==> config.mk <==
export PLATFORM = sky130hd
export DESIGN_NAME = apb_monitor
export DESIGN_NICKNAME = d
export VERILOG_FILES = /design/src/rtl/apb_monitor.sv
export SDC_FILE = /design/constraint.sdc
export NUM_CORES = 1
export LEC_CHECK = 0
export ABC_CLOCK_PERIOD_IN_PS = 9700
export CORE_MARGIN = 2
export CORE_UTILIZATION = 55
export CTS_BUF_LIST = sky130_fd_sc_hd__clkbuf_4 sky130_fd_sc_hd__clkbuf_8
export CTS_CLUSTER_SIZE = 16
export DETAILED_ROUTE_END_ITERATION = 7
export PLACE_DENSITY = 0.85
export SYNTH_ARGS = -nofsm -noshare
export SYNTH_HDL_FRONTEND = slang
export SYNTH_SLANG_ARGS = --single-unit
==> constraint.sdc <==
create_clock -name PCLK -period 9.7 [get_ports PCLK]
set_clock_uncertainty 0.05 [all_clocks]
set_input_delay 0.97 -clock PCLK [delete_from_list [all_inputs] [get_ports PCLK]]
set_output_delay 0.97 -clock PCLK [all_outputs]
set_load 0.01 [all_outputs]
==> src/rtl/apb_monitor.sv <==
// ---------------------------------------------------------------------------
// apb_monitor
//
// Passive APB4 protocol monitor for a multi-slave APB segment. Every bus cycle
// is classified against an expectation FSM (idle/setup vs. access). Protocol
// violations are collected in sticky flags, the first offending address and
// violation code are captured, and saturating statistics are kept for
// completed transfers, error responses and the longest access-phase stall.
// The block only observes the bus; it never drives any APB signal.
//
// Ports:
//   PCLK, PRESET          bus clock, asynchronous active-high reset
//   PSEL[NS]              one-hot slave selects (lowest set bit is used)
//   PENABLE               access phase
//   PADDR, PWRITE, PWDATA, PSTRB, PPROT   master-side control and data
//   PREADY[NS], PSLVERR[NS]               per-slave responses
//   i_clear               clears sticky flags, capture and statistics
//   o_err[8]              sticky violation flags (bit number = code)
//   o_err_any             OR of o_err
//   o_first_code          code of the first recorded violation
//   o_first_addr          PADDR of the cycle with the first violation
//   o_xfer_count          completed transfers (saturating)
//   o_slverr_count        completed transfers with PSLVERR (saturating)
//   o_max_stall           longest access-phase stall (saturating)
//
// Violation codes:
//   0 MULTISEL  1 SETUP  2 ACCESS  3 HOLD  4 DROP  5 TIMEOUT  6 SLVERR  7 RDSTRB
// ---------------------------------------------------------------------------
module apb_monitor #(
    parameter int AW         = 32,
    parameter int DW         = 32,
    parameter int NS         = 4,
    parameter int MAXSTALL   = 16,
    parameter int OPT_SLVERR = 1,
    parameter int CW         = 16
) (
    input  logic            PCLK,
    input  logic            PRESET,
    input  logic [NS-1:0]   PSEL,
    input  logic            PENABLE,
    input  logic [AW-1:0]   PADDR,
    input  logic            PWRITE,
    input  logic [DW-1:0]   PWDATA,
    input  logic [DW/8-1:0] PSTRB,
    input  logic [2:0]      PPROT,
    input  logic [NS-1:0]   PREADY,
    input  logic [NS-1:0]   PSLVERR,
    input  logic            i_clear,
    output logic [7:0]      o_err,
    output logic            o_err_any,
    output logic [2:0]      o_first_code,
    output logic [AW-1:0]   o_first_addr,
    output logic [CW-1:0]   o_xfer_count,
    output logic [CW-1:0]   o_slverr_count,
    output logic [CW-1:0]   o_max_stall
);

    localparam int            IW      = (NS > 1) ? $clog2(NS) : 1;
    localparam int            SW      = DW / 8;
    localparam logic [CW-1:0] CNT_MAX = {CW{1'b1}};
    localparam bit            TO_EN   = (MAXSTALL > 0);
    localparam bit            SLVERR_ALWAYS = (OPT_SLVERR == 0);

    typedef enum logic [0:0] {
        EXP_IDLE   = 1'b0,
        EXP_ACCESS = 1'b1
    } exp_state_t;

    // Index of the lowest set select bit; 0 when nothing is selected.
    function automatic logic [IW-1:0] lowest_sel(input logic [NS-1:0] v);
        logic [IW-1:0] idx;
        idx = {IW{1'b0}};
        for (int i = NS - 1; i >= 0; i--) begin
            if (v[i]) begin
                idx = IW'(i);
            end else begin
                idx = idx;
            end
        end
        return idx;
    endfunction

    // Priority encoder for violation codes: the lowest set bit wins.
    function automatic logic [2:0] lowest_code(input logic [7:0] v);
        logic [2:0] code;
        code = 3'd0;
        for (int i = 7; i >= 0; i--) begin
            if (v[i]) begin
                code = 3'(i);
            end else begin
                code = code;
            end
        end
        return code;
    endfunction

    // Saturating increment shared by all statistics counters.
    function automatic logic [CW-1:0] sat_inc(input logic [CW-1:0] v);
        if (v == CNT_MAX) begin
            return v;
        end else begin
            return v + {{(CW-1){1'b0}}, 1'b1};
        end
    endfunction

    // Registered state
    exp_state_t    state_r;
    logic [IW-1:0] idx_r;
    logic [AW-1:0] paddr_r;
    logic          pwrite_r;
    logic [2:0]    pprot_r;
    logic [DW-1:0] pwdata_r;
    logic [SW-1:0] pstrb_r;
    logic [CW-1:0] stall_r;
    logic          to_fired_r;
    logic [7:0]    err_r;
    logic          err_any_r;
    logic [2:0]    code_r;
    logic [AW-1:0] addr_r;
    logic [CW-1:0] xfer_r;
    logic [CW-1:0] slverr_cnt_r;
    logic [CW-1:0] max_stall_r;

    // Combinational decode
    logic          any_sel_s;
    logic          multi_sel_s;
    logic [IW-1:0] sel_idx_s;
    logic          ready_s;
    logic          slverr_s;
    logic          access_s;
    logic          done_s;
    logic          stall_s;
    logic          same_s;
    logic          hold_chg_s;
    logic          in_access_s;
    logic [CW-1:0] stall_inc_s;
    logic          timeout_s;
    logic          stall_clr_s;
    logic [7:0]    viol_s;
    logic          resync_s;
    logic [7:0]    err_nxt_s;
    logic          capture_s;
    logic [CW-1:0] xfer_base_s;
    logic [CW-1:0] slverr_base_s;
    logic [CW-1:0] max_base_s;
    logic [CW-1:0] xfer_nxt_s;
    logic [CW-1:0] slverr_nxt_s;
    logic [CW-1:0] max_nxt_s;

    // Bus cycle decode: selected slave, its response and the cycle class.
    always_comb begin
        any_sel_s   = |PSEL;
        multi_sel_s = (PSEL & (PSEL - NS'(1))) != {NS{1'b0}};
        sel_idx_s   = lowest_sel(PSEL);
        ready_s     = any_sel_s & PREADY[sel_idx_s];
        slverr_s    = any_sel_s & PSLVERR[sel_idx_s];
        access_s    = any_sel_s & PENABLE;
        done_s      = access_s & ready_s;
        stall_s     = access_s & ~ready_s;
        same_s      = any_sel_s & (sel_idx_s == idx_r);
        in_access_s = (state_r == EXP_ACCESS);
        // Write data and strobes only have to be stable on writes.
        hold_chg_s  = (PADDR != paddr_r) | (PWRITE != pwrite_r) | (PPROT != pprot_r) |
                      (PWRITE & ((PWDATA != pwdata_r) | (PSTRB != pstrb_r)));
    end

    // Stall tracking: timeout fires on the stall cycle that brings the count
    // to MAXSTALL, and at most once until the transfer ends or is dropped.
    always_comb begin
        stall_inc_s = sat_inc(stall_r);
        timeout_s   = TO_EN & stall_s & ~to_fired_r & (32'(stall_inc_s) >= 32'(MAXSTALL));
        stall_clr_s = done_s | (in_access_s & ~same_s) | ~access_s;
    end

    // Violation vector for the current cycle.
    always_comb begin
        viol_s    = 8'h00;
        viol_s[0] = multi_sel_s;
        viol_s[1] = ~in_access_s & any_sel_s & PENABLE;
        viol_s[2] = in_access_s & same_s & ~PENABLE;
        viol_s[3] = in_access_s & hold_chg_s;
        viol_s[4] = in_access_s & ~same_s;
        viol_s[5] = timeout_s;
        if (SLVERR_ALWAYS) begin
            viol_s[6] = slverr_s;
        end else begin
            viol_s[6] = slverr_s & ~done_s;
        end
        viol_s[7] = any_sel_s & ~PWRITE & (PSTRB != {SW{1'b0}});
        resync_s  = viol_s[1] | viol_s[2] | viol_s[4];
    end

    // Next values for flags and statistics; a clear zeroes the base value and
    // the current cycle's events are then applied on top of it.
    always_comb begin
        if (i_clear) begin
            err_nxt_s     = viol_s;
            capture_s     = (viol_s != 8'h00);
            xfer_base_s   = {CW{1'b0}};
            slverr_base_s = {CW{1'b0}};
            max_base_s    = {CW{1'b0}};
        end else begin
            err_nxt_s     = err_r | viol_s;
            capture_s     = (viol_s != 8'h00) & ~err_any_r;
            xfer_base_s   = xfer_r;
            slverr_base_s = slverr_cnt_r;
            max_base_s    = max_stall_r;
        end
        if (done_s) begin
            xfer_nxt_s = sat_inc(xfer_base_s);
        end else begin
            xfer_nxt_s = xfer_base_s;
        end
        if (done_s & slverr_s) begin
            slverr_nxt_s = sat_inc(slverr_base_s);
        end else begin
            slverr_nxt_s = slverr_base_s;
        end
        if (done_s & (stall_r > max_base_s)) begin
            max_nxt_s = stall_r;
        end else begin
            max_nxt_s = max_base_s;
        end
    end

    // Expectation FSM with the index of the slave whose access phase is due.
    always_ff @(posedge PCLK or posedge PRESET) begin
        if (PRESET) begin
            state_r <= EXP_IDLE;
            idx_r   <= {IW{1'b0}};
        end else if (resync_s) begin
            // Re-derive the expectation from what the bus is doing right now.
            idx_r <= sel_idx_s;
            if (any_sel_s & (~PENABLE | ~ready_s)) begin
                state_r <= EXP_ACCESS;
            end else begin
                state_r <= EXP_IDLE;
            end
        end else begin
            case (state_r)
                EXP_IDLE: begin
                    if (any_sel_s & ~PENABLE) begin
                        state_r <= EXP_ACCESS;
                        idx_r   <= sel_idx_s;
                    end else begin
                        state_r <= EXP_IDLE;
                    end
                end
                EXP_ACCESS: begin
                    if (ready_s) begin
                        state_r <= EXP_IDLE;
                    end else begin
                        state_r <= EXP_ACCESS;
                    end
                end
                default: begin
                    state_r <= EXP_IDLE;
                end
            endcase
        end
    end

    // Previous-cycle copies of the control and data signals for hold checks.
    always_ff @(posedge PCLK or posedge PRESET) begin
        if (PRESET) begin
            paddr_r  <= {AW{1'b0}};
            pwrite_r <= 1'b0;
            pprot_r  <= 3'd0;
            pwdata_r <= {DW{1'b0}};
            pstrb_r  <= {SW{1'b0}};
        end else begin
            paddr_r  <= PADDR;
            pwrite_r <= PWRITE;
            pprot_r  <= PPROT;
            pwdata_r <= PWDATA;
            pstrb_r  <= PSTRB;
        end
    end

    // Access-phase stall counter and the once-per-transfer timeout latch.
    always_ff @(posedge PCLK or posedge PRESET) begin
        if (PRESET) begin
            stall_r    <= {CW{1'b0}};
            to_fired_r <= 1'b0;
        end else if (stall_clr_s) begin
            stall_r    <= {CW{1'b0}};
            to_fired_r <= 1'b0;
        end else begin
            stall_r <= stall_inc_s;
            if (timeout_s) begin
                to_fired_r <= 1'b1;
            end else begin
                to_fired_r <= to_fired_r;
            end
        end
    end

    // Sticky flags and first-violation capture.
    always_ff @(posedge PCLK or posedge PRESET) begin
        if (PRESET) begin
            err_r     <= 8'h00;
            err_any_r <= 1'b0;
            code_r    <= 3'd0;
            addr_r    <= {AW{1'b0}};
        end else begin
            err_r     <= err_nxt_s;
            err_any_r <= |err_nxt_s;
            if (capture_s) begin
                code_r <= lowest_code(viol_s);
                addr_r <= PADDR;
            end else if (i_clear) begin
                code_r <= 3'd0;
                addr_r <= {AW{1'b0}};
            end else begin
                code_r <= code_r;
                addr_r <= addr_r;
            end
        end
    end

    // Saturating transfer, error-response and worst-stall statistics.
    always_ff @(posedge PCLK or posedge PRESET) begin
        if (PRESET) begin
            xfer_r       <= {CW{1'b0}};
            slverr_cnt_r <= {CW{1'b0}};
            max_stall_r  <= {CW{1'b0}};
        end else begin
            xfer_r       <= xfer_nxt_s;
            slverr_cnt_r <= slverr_nxt_s;
            max_stall_r  <= max_nxt_s;
        end
    end

    assign o_err          = err_r;
    assign o_err_any      = err_any_r;
    assign o_first_code   = code_r;
    assign o_first_addr   = addr_r;
    assign o_xfer_count   = xfer_r;
    assign o_slverr_count = slverr_cnt_r;
    assign o_max_stall    = max_stall_r;

endmodule
==> results of run 1 <==
[worst max-delay path, cell delays in order]
cell and delay [ns]:
clkdlybuf4s50_1 0.39, buf_4 0.26, inv_2 0.32, nand2_1 0.14, ha_1 0.32, nor2b_1 0.14, o21a_1 0.12, o21a_1 0.10
o21a_1 0.10, o21ai_0 0.06, a21oi_1 0.14, o21a_1 0.76, mux2_2 0.41
[registers in the layout, indices dropped and copies added, names as in the netlist]
| register | cells |
|---|---|
| idx_r | 2 |
| o_slverr_count | 16 |
| o_xfer_count | 16 |
| paddr_r | 32 |
| pprot_r | 3 |
| pwrite_r | 1 |
| o_err | 8 |
| o_max_stall | 16 |
| o_err_any | 1 |
| o_first_addr | 32 |
| o_first_code | 3 |
| in_access_s | 1 |
| pwdata_r | 32 |
| pstrb_r | 4 |
| stall_r | 16 |
| to_fired_r | 1 |
[kinds of logic after synthesis]
family          share of synthesized area
simple gates                        0.179
xor+xnor                            0.107
mux                                0.0258
fa+ha+maj                          0.0286
buf+inv                            0.0341
flops                               0.532
compound gates                     0.0923
[placed cells by master, fill, tap and decap left out, types with 5 or more instances in the layout]
| cell | count |
|---|---|
| a21oi_1 | 13 |
| a21o_1 | 7 |
| xor2_1 | 67 |
| clkdlybuf4s50_1 | 179 |
| o21a_1 | 6 |
| nand2b_1 | 5 |
| o31ai_1 | 5 |
| and3_1 | 10 |
| nor2b_1 | 16 |
| nor2_1 | 49 |
| xnor2_1 | 39 |
| dfrtp_1 | 184 |
| nor3b_1 | 5 |
| o21ai_2 | 20 |
| o21ai_1 | 8 |
| clkbuf_8 | 20 |
| ha_1 | 19 |
| nor4_1 | 22 |
| nand3_1 | 17 |
| inv_1 | 30 |
| nor3_1 | 13 |
| mux2i_1 | 20 |
| nand2_2 | 20 |
| nand4_1 | 21 |
| o21ai_0 | 17 |
| nand2_1 | 93 |
[worst min path at each step]
stage,slack [ns],from,cells past startpoint,end
5_1_grt,0.50,o_err[6],1,o_err[6]
6_report,0.47,o_err[3],1,o_err[3]
2_1_floorplan,0.42,to_fired_r,2,to_fired_r
3_5_place_dp,0.44,o_err[3],1,o_err[3]
4_1_cts,0.47,o_err[3],1,o_err[3]
3_3_place_gp,0.44,o_err[6],1,o_err[6]
[cell type report]
| class | count | share of cell area |
|---|---|---|
| clock buffer | 22 | 0.0265 |
| clock inverter | 9 | 0.0107 |
| inverter | 32 | 0.0114 |
| multi-input combinational | 553 | 0.342 |
| sequential | 184 | 0.420 |
| tap | 211 | 0.0241 |
| timing repair buffer | 182 | 0.165 |
[routing by layer]
| layer | vias to the layer above | share of wire |
|---|---|---|
| met1 | 3184 | 0.44 |
| li1 | 3101 | - |
| met4 | 0 | 0.017 |
| met5 | - | 0 |
| met3 | 23 | 0.048 |
| met2 | 179 | 0.49 |
[stage by stage]
stage,hold slack [ns],setup slack (ns)
CTS,0.468,5.75
floorplan,0.425,3.68
global placement,0.435,5.34
global route,0.495,5.48
finish,0.465,5.73
detailed placement,0.443,5.25
[power by group]
| group | internal, mW | total (mW) | switching (mW) |
|---|---|---|---|
| registers | 0.800 | 0.820 | 0.0200 |
| clock network | 0.256 | 0.527 | 0.271 |
| logic | 0.100 | 0.207 | 0.106 |
| total | 1.16 | 1.55 | 0.398 |
==> run summary, run 1 <==
Filler cells = 1111
Final instance area = 11000 um2
Synthesis warning total = 0
Die width = 129 um
Post-synthesis sequential area ratio = 0.532
R2R setup slack = 6.14 ns
Crit path kind = in2reg
Port buffer count = 179
Worst setup EP type = flip-flop
GRT overflow = 0
Reg clk slew, reported paths = 0.09 ns
Post-layout min period = 3.97 ns
Cell taking the most area after synthesis = dfrtp_1
Final worst-path cycle share = 0.410
Root Driver = clkbuf_8
Die ar. = 16700 um2
Final Wtd Congestion = 0.911
CP arrival = 4.26 ns
Commonest cells in the synthesized netlist = dfrtp_1 (184), nand2_1 (93), xor2_1 (67), nor2_1 (49), xnor2_1 (39)
Max-Slew Margin vs Limit = 0.336
Most common cell in the netlist = dfrtp_1
Wirelength per Cell = 17.5 um
Mapped Cells = 798
Clk Latency, worst-skew pair = 0.45 ns
Post-DP Area = 10600 um2
Status = complete, no violations
# setup viols final = 0
Drt via density = 5.44
GR met3 Demand/Resource = 0.0541
# diodes = 0
Final-stage net count = 1077
Final Hold Fails = 0
Drt pass-1 iters = 5
End of the critical path = o_max_stall[0]
Reg-to-reg critical path endpoint = o_first_code[0]
Worst reg2reg path depth = 9
Yosys top cell area share = 0.532
Ports = 180
Routed Antenna Nets = 0
First-pass GRT wire length = 33.2 mm
Hold Crit Class = reg2reg
Setup repair after global routing missed its margin = false
MaxCap Viol Count = 0
Mapped Area = 8650 um2
Max frequency = 252 MHz
CTS tree = built
M2 GR Usage = 0.428
Post-synthesis cell type count = 67
Multi-input gate area = 3750 um2
Core Box Area = 15300 um2
Die H = 129 um
H-tree depth = 4
Worst EP required = 9.99 ns
Initial antenna violation count = 0
Setup bufs post-CTS = 0
Fin util = 0.719
Worst slew pin tran = 0.996 ns
Post-synth EDFFs = 0
R2R Path Start = stall_r[1]
CTS Sinks = 184
Peak VDD IR = 0.114 mV
Pwr Total = 1.55 mW
CTS Buffer Depth = 2
Predominant post-synthesis flop cell = dfrtp_1
Num rows = 45
Global Route Usage Sum = 0.257
Final slew viol count = 0
Vias in the first global route = 6469
Initial Util = 0.567
Largest net degree at the start of global routing = 106
FF+latch count, synth = 184
Share of layout cells above drive strength 1 = 0.0947
Total number of vias = 6487
Setup_tns = 0 ns
Top Usage Layer GRT = met2
Worst setup path start = i_clear
Type of origin of the critical path = input pin
Net Count, Synth = 905
CP max FO = 40
Final wirelength = 20.9 mm
DRC viols = 0
Placed instance count = 1162
Reg area = 4600 um2
Post-CTS sizing = 0
DRT iter0 DRCs = 449
Avg Cell Area, Syn = 10.8 um2
Post-DP HPWL = 14.8 mm
GRT met1 Usage = 0.343
Async set-or-reset flop fraction in the synthesized netlist = 1.00
Leakage = 4.62 nW
P&R area growth vs syn = 26.8%
Power per Cell Area = 142 nW/um2
CTS Buf Count = 17
Non-filler cells, final = 1193
Hold Buf Count CTS = 0
Area contributors post-synth = dfrtp_1 (53%), xor2_1 (6.8%), nand2_1 (4.0%), xnor2_1 (3.9%), ha_1 (2.7%)
No activity file was read; power rests on OpenSTA's default activity.
==> run 2, diff against run 1 <==
Settings changed: ABC_CLOCK_PERIOD_IN_PS 9700 to 3700, CORE_UTILIZATION 55 to 53, PLACE_DENSITY 0.85 to 0.82.
Clock period 9.7 ns to 3.7 ns, I/O delays scaled along.
==> run summary, run 2 (same netlist as run 1, synthesis figures left out) <==
Status = complete, no violations (unchanged)
Global Route Usage Sum = 0.245 (was 0.257)
Max frequency = 298 MHz
Setup_tns = 0 ns (unchanged)
Die width = 132 um (was 129 um)
Final Hold Fails = 0 (unchanged)
Routed Antenna Nets = 0 (unchanged)
# diodes = 0 (unchanged)
Non-filler cells, final = 1206 (was 1193)
Post-layout min period = 3.36 ns
Port buffer count = 179 (unchanged)
CTS tree = built (unchanged)
Leakage = 4.67 nW (was 4.62 nW)
Worst setup EP type = flip-flop (unchanged)
Initial antenna violation count = 0 (unchanged)
Root Driver = clkbuf_8 (unchanged)
Post-DP HPWL = 14.7 mm (was 14.8 mm)
Total number of vias = 6477 (was 6487)
Ports = 180 (unchanged)
Drt via density = 5.37 (was 5.44)
Fin util = 0.693 (was 0.719)
Worst slew pin tran = 0.791 ns (was 0.996 ns)
CTS Sinks = 184 (unchanged)
Final wirelength = 20.3 mm (was 20.9 mm)
# setup viols final = 0 (unchanged)
Commonest non-fill, non-tap cells in the layout = dfrtp_1 (184), clkdlybuf4s50_1 (179), nand2_1 (93) (unchanged)
Post-route setup slack = 0.343 ns (was 5.73 ns)
Initial Util = 0.542 (was 0.567)
Drt pass-1 iters = 5 (unchanged)
Final worst-path cycle share = 0.907
Hold Buf Count CTS = 0 (unchanged)
Placed instance count = 1175 (was 1162)
Share of layout cells above drive strength 1 = 0.102 (was 0.0947)
Setup repair after global routing missed its margin = false (unchanged)
DRT iter0 DRCs = 435 (was 449)
Wirelength per Cell = 16.9 um (was 17.5 um)
Final slew viol count = 0 (unchanged)
Crit path kind = reg2reg (was in2reg)
Type of origin of the critical path = flip-flop (was input pin)
P&R area growth vs syn = 27.8% (was 26.8%)
CP arrival = 3.63 ns (was 4.26 ns)
Reg clk slew, reported paths = 0.10 ns (was 0.09 ns)
CP max FO = 64 (was 40)
Die ar. = 17400 um2 (was 16700 um2)
Final-stage net count = 1085 (was 1077)
Worst Setup Slack post-DPL = 0.266 ns (was 5.25 ns)
GRT overflow = 0 (unchanged)
MaxCap Viol Count = 0 (unchanged)
DRC viols = 0 (unchanged)
Peak VDD IR = 0.213 mV (was 0.114 mV)
Setup bufs post-CTS = 0 (unchanged)
Final Wtd Congestion = 0.890 (was 0.911)
Vias in the first global route = 6589 (was 6469)
Hold Crit Class = in2reg (was reg2reg)
Power per Cell Area = 372 nW/um2 (was 142 nW/um2)
Hold slack = 0.348 ns (was 0.465 ns)
CTS Buf Count = 17 (unchanged)
Clk Latency, worst-skew pair = 0.45 ns (about the same)
Num rows = 46 (was 45)
Slowest CP cell = dfrtp_1 (was o21a_1)
Worst EP required = 3.97 ns (was 9.99 ns)
Largest net degree at the start of global routing = 119 (was 106)
First-pass GRT wire length = 34.3 mm (was 33.2 mm)
Die H = 132 um (was 129 um)
Post-CTS sizing = 0 (unchanged)
Ordered cell list for the critical path = ha_1 -> nand4_2 -> nor4_1 -> mux2i_1 -> nand4_1 -> o31a_1 -> o31a_4 -> buf_12 -> nand2_1 -> o21ai_0 (was clkdlybuf4s50_1 -> buf_4 -> inv_2 -> nand2_1 -> ha_1 -> nor2b_1 -> o21a_1 -> o21a_1 -> o21a_1 -> o21ai_0 -> a21oi_1 -> o21a_1 -> mux2_2)
Core Box Area = 15900 um2 (was 15300 um2)
H-tree depth = 4 (unchanged)
Commonest non-fill, non-tap cell in the layout = dfrtp_1 (unchanged)
Slowest stage delay, CP = 0.50 ns (was 0.76 ns)
Max-Slew Margin vs Limit = 0.472 (was 0.336)
CTS Buffer Depth = 2 (unchanged)
[run 2: cell types whose count changed in the layout (fill, tap and decap cells not counted), sizes merged]
cell,change
inv,+3
bufinv,+1
buf,+8
clkbuf,-4
clkinv,-1
clkinvlp,+1
[run 2: layout make-up]
class,count,area (um2)
tap,216,270
multi-input combinational,553,3750
inverter,32,124
timing repair buffer,190,1900
fill,1253,4890
clock buffer,18,241
clock inverter,13,166
sequential,184,4600
[run 2: path summary, 6_finish.rpt]
check,start,to,slack (ns),cells after the start
worst min register to register,o_err[2],o_err[2],0.45,1
max in group asynchronous,PRESET,pprot_r[1],2.56,3
min in group asynchronous,PRESET,o_slverr_count[5],0.38,3
worst max register to register,stall_r[0],o_first_addr[30],0.34,10
worst min-delay path,PWDATA[7],pwdata_r[7],0.35,1
worst max-delay path,stall_r[0],o_first_addr[30],0.34,10
[run 2: per-stage QoR]
stage | total power [mW] | area [um2]
final | 4.11 | 11100
after global routing | 4.29 | 11100
after CTS | 4.15 | 11100
after detailed placement | 2.74 | 10600
after global placement | 2.73 | 10600
after floorplan | 2.46 | 8650
[run 2: where the power goes]
group	switching (mW)	total, mW	internal [mW]
Sequential	0.0508	2.15	2.10
Clock	0.731	1.41	0.680
Combinational	0.278	0.549	0.271
Total	1.06	4.11	3.05
[run 2: layer usage]
metal | track usage | share of wire | vias to the layer above
met4 | 0.0815 | 0.021 | 0
li1 | - | - | 3118
met1 | 0.336 | 0.45 | 3155
met2 | 0.400 | 0.49 | 172
met3 | 0.0419 | 0.041 | 32
met5 | 0 | 0 | -
[run 2: worst max-delay path, delay by kind of cell, from the launching register on]
family / cells / cell delay (ns)
AOI/OAI and AO/OA: 3 / 0.87
adders and majority gates: 1 / 0.29
buffers and inverters: 1 / 0.22
DFF: 1 / 0.50
muxes: 1 / 0.32
and+or+nand+nor: 4 / 0.92
